===== src/rtl/sprite_loader.sv =====
// Sprite loader: receives bytes of four packed colour codes from a
// valid/ready source, unpacks each byte into four single-pixel writes and
// streams them into one slot of the sprite RAM. A sprite is SPRITE_PIXELS
// pixels; after the final write a one-cycle done pulse is issued. A load can
// be cancelled with abort, which produces a one-cycle aborted pulse instead.
module sprite_loader #(
  parameter int PIXEL_BITS     = 2,
  parameter int SPRITE_PIXELS  = 64,
  parameter int PIX_ADDR_WIDTH = 6,
  parameter int SLOT_BITS      = 3
) (
  input  logic                                clk,
  input  logic                                reset,
  input  logic                                start,
  input  logic [SLOT_BITS-1:0]                slot,
  input  logic                                abort,
  input  logic                                in_valid,
  input  logic [7:0]                          in_data,
  output logic                                in_ready,
  output logic                                wr_en,
  output logic [SLOT_BITS+PIX_ADDR_WIDTH-1:0] wr_addr,
  output logic [PIXEL_BITS-1:0]               wr_data,
  output logic                                busy,
  output logic                                done,
  output logic                                aborted
);

  // Pixels carried by one source byte and the width of the in-byte counter.
  localparam int PIX_PER_BYTE = 8 / PIXEL_BITS;
  localparam int SUB_W        = (PIX_PER_BYTE > 1) ? $clog2(PIX_PER_BYTE) : 1;

  localparam logic [SUB_W-1:0]          SUB_LAST = SUB_W'(PIX_PER_BYTE - 1);
  localparam logic [PIX_ADDR_WIDTH-1:0] PIX_LAST = PIX_ADDR_WIDTH'(SPRITE_PIXELS - 1);

  typedef enum logic [1:0] {
    IDLE      = 2'd0,
    WAIT_BYTE = 2'd1,
    UNPACK    = 2'd2,
    DONE      = 2'd3
  } state_t;

  state_t                      state_q, state_d;
  logic [SLOT_BITS-1:0]        slot_q, slot_d;
  logic [PIX_ADDR_WIDTH-1:0]   pixel_q, pixel_d;
  logic [SUB_W-1:0]            sub_q, sub_d;
  logic [7:0]                  shift_q, shift_d;

  // State and datapath registers; reset clears everything asynchronously so
  // a mid-load reset cancels silently and leaves the block idle.
  always_ff @(posedge clk or negedge reset) begin
    if (!reset) begin
      state_q <= IDLE;
      slot_q  <= '0;
      pixel_q <= '0;
      sub_q   <= '0;
      shift_q <= '0;
    end else begin
      state_q <= state_d;
      slot_q  <= slot_d;
      pixel_q <= pixel_d;
      sub_q   <= sub_d;
      shift_q <= shift_d;
    end
  end

  // Next-state logic plus the handshake/strobe outputs. abort is honoured
  // only while a load is in flight and masks in_ready/wr_en in that cycle.
  always_comb begin
    state_d  = state_q;
    slot_d   = slot_q;
    pixel_d  = pixel_q;
    sub_d    = sub_q;
    shift_d  = shift_q;
    in_ready = 1'b0;
    wr_en    = 1'b0;
    aborted  = 1'b0;

    case (state_q)
      IDLE: begin
        // start beats a simultaneous abort simply because abort is not
        // looked at while idle.
        if (start) begin
          slot_d  = slot;
          pixel_d = '0;
          state_d = WAIT_BYTE;
        end
      end

      WAIT_BYTE: begin
        in_ready = ~abort;
        if (abort) begin
          aborted = 1'b1;
          state_d = IDLE;
        end else if (in_valid) begin
          shift_d = in_data;
          sub_d   = '0;
          state_d = UNPACK;
        end
      end

      UNPACK: begin
        if (abort) begin
          aborted = 1'b1;
          state_d = IDLE;
        end else begin
          wr_en   = 1'b1;
          shift_d = shift_q >> PIXEL_BITS;
          pixel_d = pixel_q + PIX_ADDR_WIDTH'(1);
          sub_d   = sub_q + SUB_W'(1);
          if (sub_q == SUB_LAST) begin
            if (pixel_q == PIX_LAST) begin
              // Explicit wrap keeps non-power-of-two sprite sizes correct.
              pixel_d = '0;
              state_d = DONE;
            end else begin
              state_d = WAIT_BYTE;
            end
          end
        end
      end

      DONE: begin
        state_d = IDLE;
      end

      default: begin
        state_d = IDLE;
      end
    endcase
  end

  assign wr_addr = {slot_q, pixel_q};
  assign wr_data = shift_q[PIXEL_BITS-1:0];
  assign busy    = (state_q != IDLE);
  assign done    = (state_q == DONE);

endmodule


===== config.mk =====
export PLATFORM = sky130hd
export DESIGN_NAME = sprite_loader
export DESIGN_NICKNAME = d
export VERILOG_FILES = /design/src/rtl/sprite_loader.sv
export SDC_FILE = /design/constraint.sdc
export NUM_CORES = 1
export LEC_CHECK = 0
export CORE_ASPECT_RATIO = 0.7
export CORE_UTILIZATION = 42
export DETAILED_ROUTE_END_ITERATION = 7
export GPL_TIMING_DRIVEN = 0
export PLACE_DENSITY = 0.78
export SETUP_SLACK_MARGIN = 0.02
export SLEW_MARGIN = 20
export SYNTH_ARGS = -nofsm -noshare
export SYNTH_HDL_FRONTEND = slang
export SYNTH_SLANG_ARGS = --single-unit

===== constraint.sdc =====
create_clock -name clk -period 1.8 [get_ports clk]
set_input_delay 0.36 -clock clk [delete_from_list [all_inputs] [get_ports clk]]
set_output_delay 0.36 -clock clk [all_outputs]
set_load 0.1 [all_outputs]

Yosys cells after proc, flatten, opt, wreduce, memory -nomap -nowiden --
Cells that the tools add are included.
Storage, ports and cells: word-level logic and storage cells 53, output and inout port bits 16, bits in registers 21
Operators by class: muxes and demuxes 25, equality and inequality tests 11, $add $sub $neg 2, reductions and logical operators 9, bitwise logic cells 1
Operator list (count):
- 2-to-1 mux 6 bit | 4
- 2-to-1 mux 8 bit | 3
- 2-to-1 mux 2 bit | 9
- case mux 8 bit (2 select lines) | 1
- case mux 6 bit (2 select lines) | 1
- inequality test 2 bit (second input constant) | 4
- case mux 2 bit (4 select lines) | 1
- adder 6 x 1 -> 6 bit (second input constant) | 1
- equality test 2 bit (second input constant) | 3
- equality test 6 bit (second input constant) | 1
- inequality test 3 bit (second input constant) | 2
- AND reduction 3 bit | 2
- nonzero test 2 bit | 3
- 2-to-1 mux 1 bit | 5
- case mux 2 bit (2 select lines) | 1
- AND reduction 4 bit | 1
- adder 2 x 1 -> 2 bit (second input constant) | 1
- equality test 2 x 1 -> 1 bit (second input constant) | 1
- logical NOT 2 bit | 1
- AND reduction 2 bit | 1
- OR reduction 2 bit | 1
- NOT 1 bit | 1

Longest topological paths before layout --
depth in word-level cells 5, mapped depth 9, gate-level depth less buffers 6

Worst setup path after synthesis --
Ideal clock, no wire load.
kind register to register, start point reg state_q[1], end point reg state_q[1], path slack -999 ps, data arrival time 2679 ps, cell stages (with the launch flop) 6, cell sequence dfrtp_1 -> inv_1 -> ha_1 -> nor2b_1 -> a222oi_1 -> o21a_1
On the way: cells in the longest elaborated chain, start to end 3, elaborated cells between the ends (all ways) 9
RTL lines:
- start: declaration | RTL line 42 | state_t state_q, state_d;
- start signal: assignment | RTL line 58 | state_q <= state_d;
- equality test 2 bit (tied with other cells) | RTL line 78 | case (state_q)
- inequality test 3 bit (no source line) / inequality test 2 bit (equally long branches)
- AND reduction 3 bit (no source line)
Several ways; a longest one is shown, not always the timed one. A chain may end at the register's enable or synchronous reset.

Worst setup path in the final report --
start point reg state_q[1], end point out aborted
On the way: cells in the longest elaborated chain, start to end 3, elaborated cells between the ends (all ways) 4
RTL lines:
- equality test 2 bit / equality test 2 x 1 -> 1 bit (equally long branches) | RTL line 78
- OR reduction 2 bit (no source line) (*)
- 2-to-1 mux 1 bit (*)
- end: declaration | RTL line 25 | output logic aborted
Mark *: on every way between the ends. The rest lies on a longest branch, timed or not.

==> reports/results.tsv <==
stage	metric	value	unit
run_status	status	completed	
logic_synthesis	Seq/Total Area, Yosys	45.2	%
place	number of port buffers	31	
grt	initial antenna violation count	0	
cells_and_area	Layout fillers	194	
cells_and_area	share of cells above drive strength 1	33.3	%
worst_setup_path	Worst Path Required	1.44	ns
sta	Worst Skew	0.00834	ns
sta	Slew @ Worst Pin	0.977	ns
cts	Sink Count	21	
logic_synthesis	mapped cell area	1160	µm²
logic_synthesis	syn_nets	140	
place	RD Place Congestion	0.743	
floorplanning	Die Area	2990	µm²
floorplanning	chip height	46.0	µm
cells_and_area	Inserted Diodes	0	
routing	Routed Antenna Nets	0	
routing	routed wire length	2.85	mm
worst_setup_path	CP Class	reg -> out	
logic_synthesis	Async SR Flop Fraction	100	%
routing	Detailed Routing Iterations Pass 1	4	
worst_setup_path	peak fanout along the critical path	4	
logic_synthesis	synth unique cells	30	
cts	CTS tree	built	
cts	H-tree levels	1	
routing	DRC violations left	0	
floorplanning	# rows	15	
logic_synthesis	top-area cell type share of the netlist area	45.2	%
sta	RSZ-0062 raised after global routing	true	
floorplanning	width of the die	64.9	µm
floorplanning	Initial Util	45.9	%
worst_setup_path	CP Data Arrival Time	1.39	ns
routing	number of DRC violations after detailed-routing iteration 0	53	
logic_synthesis	largest family of logic cells by synthesized area	simple AND/OR/NAND/NOR gates	
cells_and_area	final non-filler cell total	196	
cts	clock root cell	clkbuf_8	
grt	gr usage total	19.5	%
sta	Hold Vio Cnt, Final	0	
cells_and_area	nets@finish	186	
logic_synthesis	main flop type after synthesis	dfrtp_1	
cells_and_area	leading cell type in the layout, fill and taps excluded	dfrtp_1	
routing	drt via density	5.14	
grt	first-pass GRT wire length	4.32	mm
cts	hold-fix buffers at CTS	0	
floorplanning	io pins	32	
min_path	type of the tightest min-delay check	reg -> reg	
sta	Max Slew Vio Count	0	
place	DPL Wire Length	1.98	mm
cts	TritonCTS Buffers	3	
routing	drt wl/cell	14.5	µm
grt	vias in the first global route	939	
logic_synthesis	Yosys top cell by area	dfrtp_1	
logic_synthesis	Synth Area in Compound Gates	13.5	%
logic_synthesis	post-synthesis xor/xnor area fraction	0	%
logic_synthesis	Yosys Warn Count	0	
sta	period utilisation layout	97.1	%
floorplanning	Core ar.	2530	µm²
cts	clk slew on worst S/H paths	0.09	ns
logic_synthesis	number of synthesized register bits	21	
cells_and_area	utilization after layout	67.8	%
logic_synthesis	mux cell area share after synthesis	8.93	%
cells_and_area	most frequent cells in the layout	dfrtp_1, buf_4, clkdlybuf4s50_1, nand2_1, clkdlybuf4s15_2	
routing	Vias	1008	
worst_setup_path	Worst setup SP type	flop	
job	maxcap violations	0	
grt	largest net degree at the start of global routing	22	
grt	Overflow after GRT	0	
sta	Worst Hold Slack	0.503	ns
sta	relative slew slack	34.7	%
cts	worst skew pair latency	0.26	ns
logic_synthesis	synth top area cells	dfrtp_1, ha_1, mux2i_1, nand2_1, a21oi_1	
place	dpl cells	182	
sta	Tmin final	1.75	ns
logic_synthesis	Post-Synth Simple-Gate Area	18.5	%
cts	CTS max path bufs	2	
cells_and_area	Syn-to-layout area delta	47.8	%
logic_synthesis	cells after synthesis	117	
logic_synthesis	syn avg cell area	9.93	µm²
sta	Max Clk Rate	0.572	GHz
logic_synthesis	Post-Synth Adder-Cell Area	7.53	%
sta	final setup vio count	0	
worst_setup_path	Crit. End Element	primary output	
logic_synthesis	Post-synth EDFFs	0	
[metrics by stage]
stage | setup slack, ns | area, µm² | TNS [ns]
2_1_floorplan | 0.0215 | 1190 | 0
3_3_place_gp | -0.941 | 1540 | -5.54
3_5_place_dp | -0.949 | 1540 | -6.23
4_1_cts | -0.0401 | 1660 | -0.0533
5_1_grt | -0.0128 | 1720 | -0.0331
6_report | 0.0520 | 1720 | 0
[sequential cells by signal (all words and copies together) (netlist names)]
| name | count |
|---|---|
| state_q | 2 |
| shift_q | 8 |
| sub_q | 2 |
| pixel_q | 6 |
| slot_q | 3 |
[cells in the mapped netlist (2+ instances only)]
master	count
and2_1	2
o21ai_0	7
a21oi_1	8
mux2_2	3
nor2b_1	2
o21ai_1	2
ha_1	7
nand2b_1	2
mux2i_1	7
nand2_1	12
nor2_1	8
buf_2	2
o221ai_1	2
buf_6	2
nand3b_1	5
inv_1	6
nand3_1	4
and3_1	3
buf_4	2
dfrtp_1	21
[timing repair]
item | in CTS | in global routing
setup endpoints to repair | 29 | 19
pin swaps | 1 | 3
resized for setup | 70 | 8
setup buffers | 4 | 7
[final timing paths]
kind	from	end	slack (ns)	cells after the start
min in group asynchronous	reset	pixel_q[0]$_DFFE_PN0P_	0.63	1
min reg2reg	sub_q[0]$_DFFE_PN0P_	sub_q[0]$_DFFE_PN0P_	0.50	1
min	sub_q[0]$_DFFE_PN0P_	sub_q[0]$_DFFE_PN0P_	0.50	1
max	state_q[1]$_DFFE_PN0P_	aborted	0.05	4
max reg2reg	state_q[1]$_DFFE_PN0P_	shift_q[7]$_DFFE_PN0P_	0.13	7
max in group asynchronous	reset	state_q[1]$_DFFE_PN0P_	0.50	1
[cell families (layout without fill, tap and decap cells)]
kind of cell | count (synthesis) | after routing
AO/OA/AOI/OAI | 25 | 25
adder cells (fa/ha/maj) | 7 | 7
buffers and inverters | 13 | 58
flip-flops | 21 | 21
multiplexers | 10 | 10
AND/OR/NAND/NOR | 41 | 41
[area by class of cell]
cell class	instances	area [µm²]	share of cell area [%]
plain buffers	6	51.3	2.99
clock buffers	3	41.3	2.40
clock inverters	1	7.51	0.437
inverters	6	22.5	1.31
multi-input cells	83	593	34.5
flip-flops and latches	21	532	31.0
well taps	34	42.5	2.48
repair buffers	42	428	24.9
[metal layers]
| metal | track usage, % | share of wire, % |
|---|---|---|
| met1 | 24.6 | 46 |
| met2 | 34.0 | 50 |
| met3 | 4.25 | 4.2 |
| met4 | 5.78 | 0.35 |
| met5 | 0 | 0 |
[critical path, cell delays in order, from the launching register on]
cell,delay [ns]
dfrtp_2,0.45
inv_2,0.08
ha_1,0.22
and2_2,0.21
buf_12,0.16
Power is left out: the tool's default activity adds up to more than one toggle a clock period on the data nets, which glitch-free logic cannot reach.
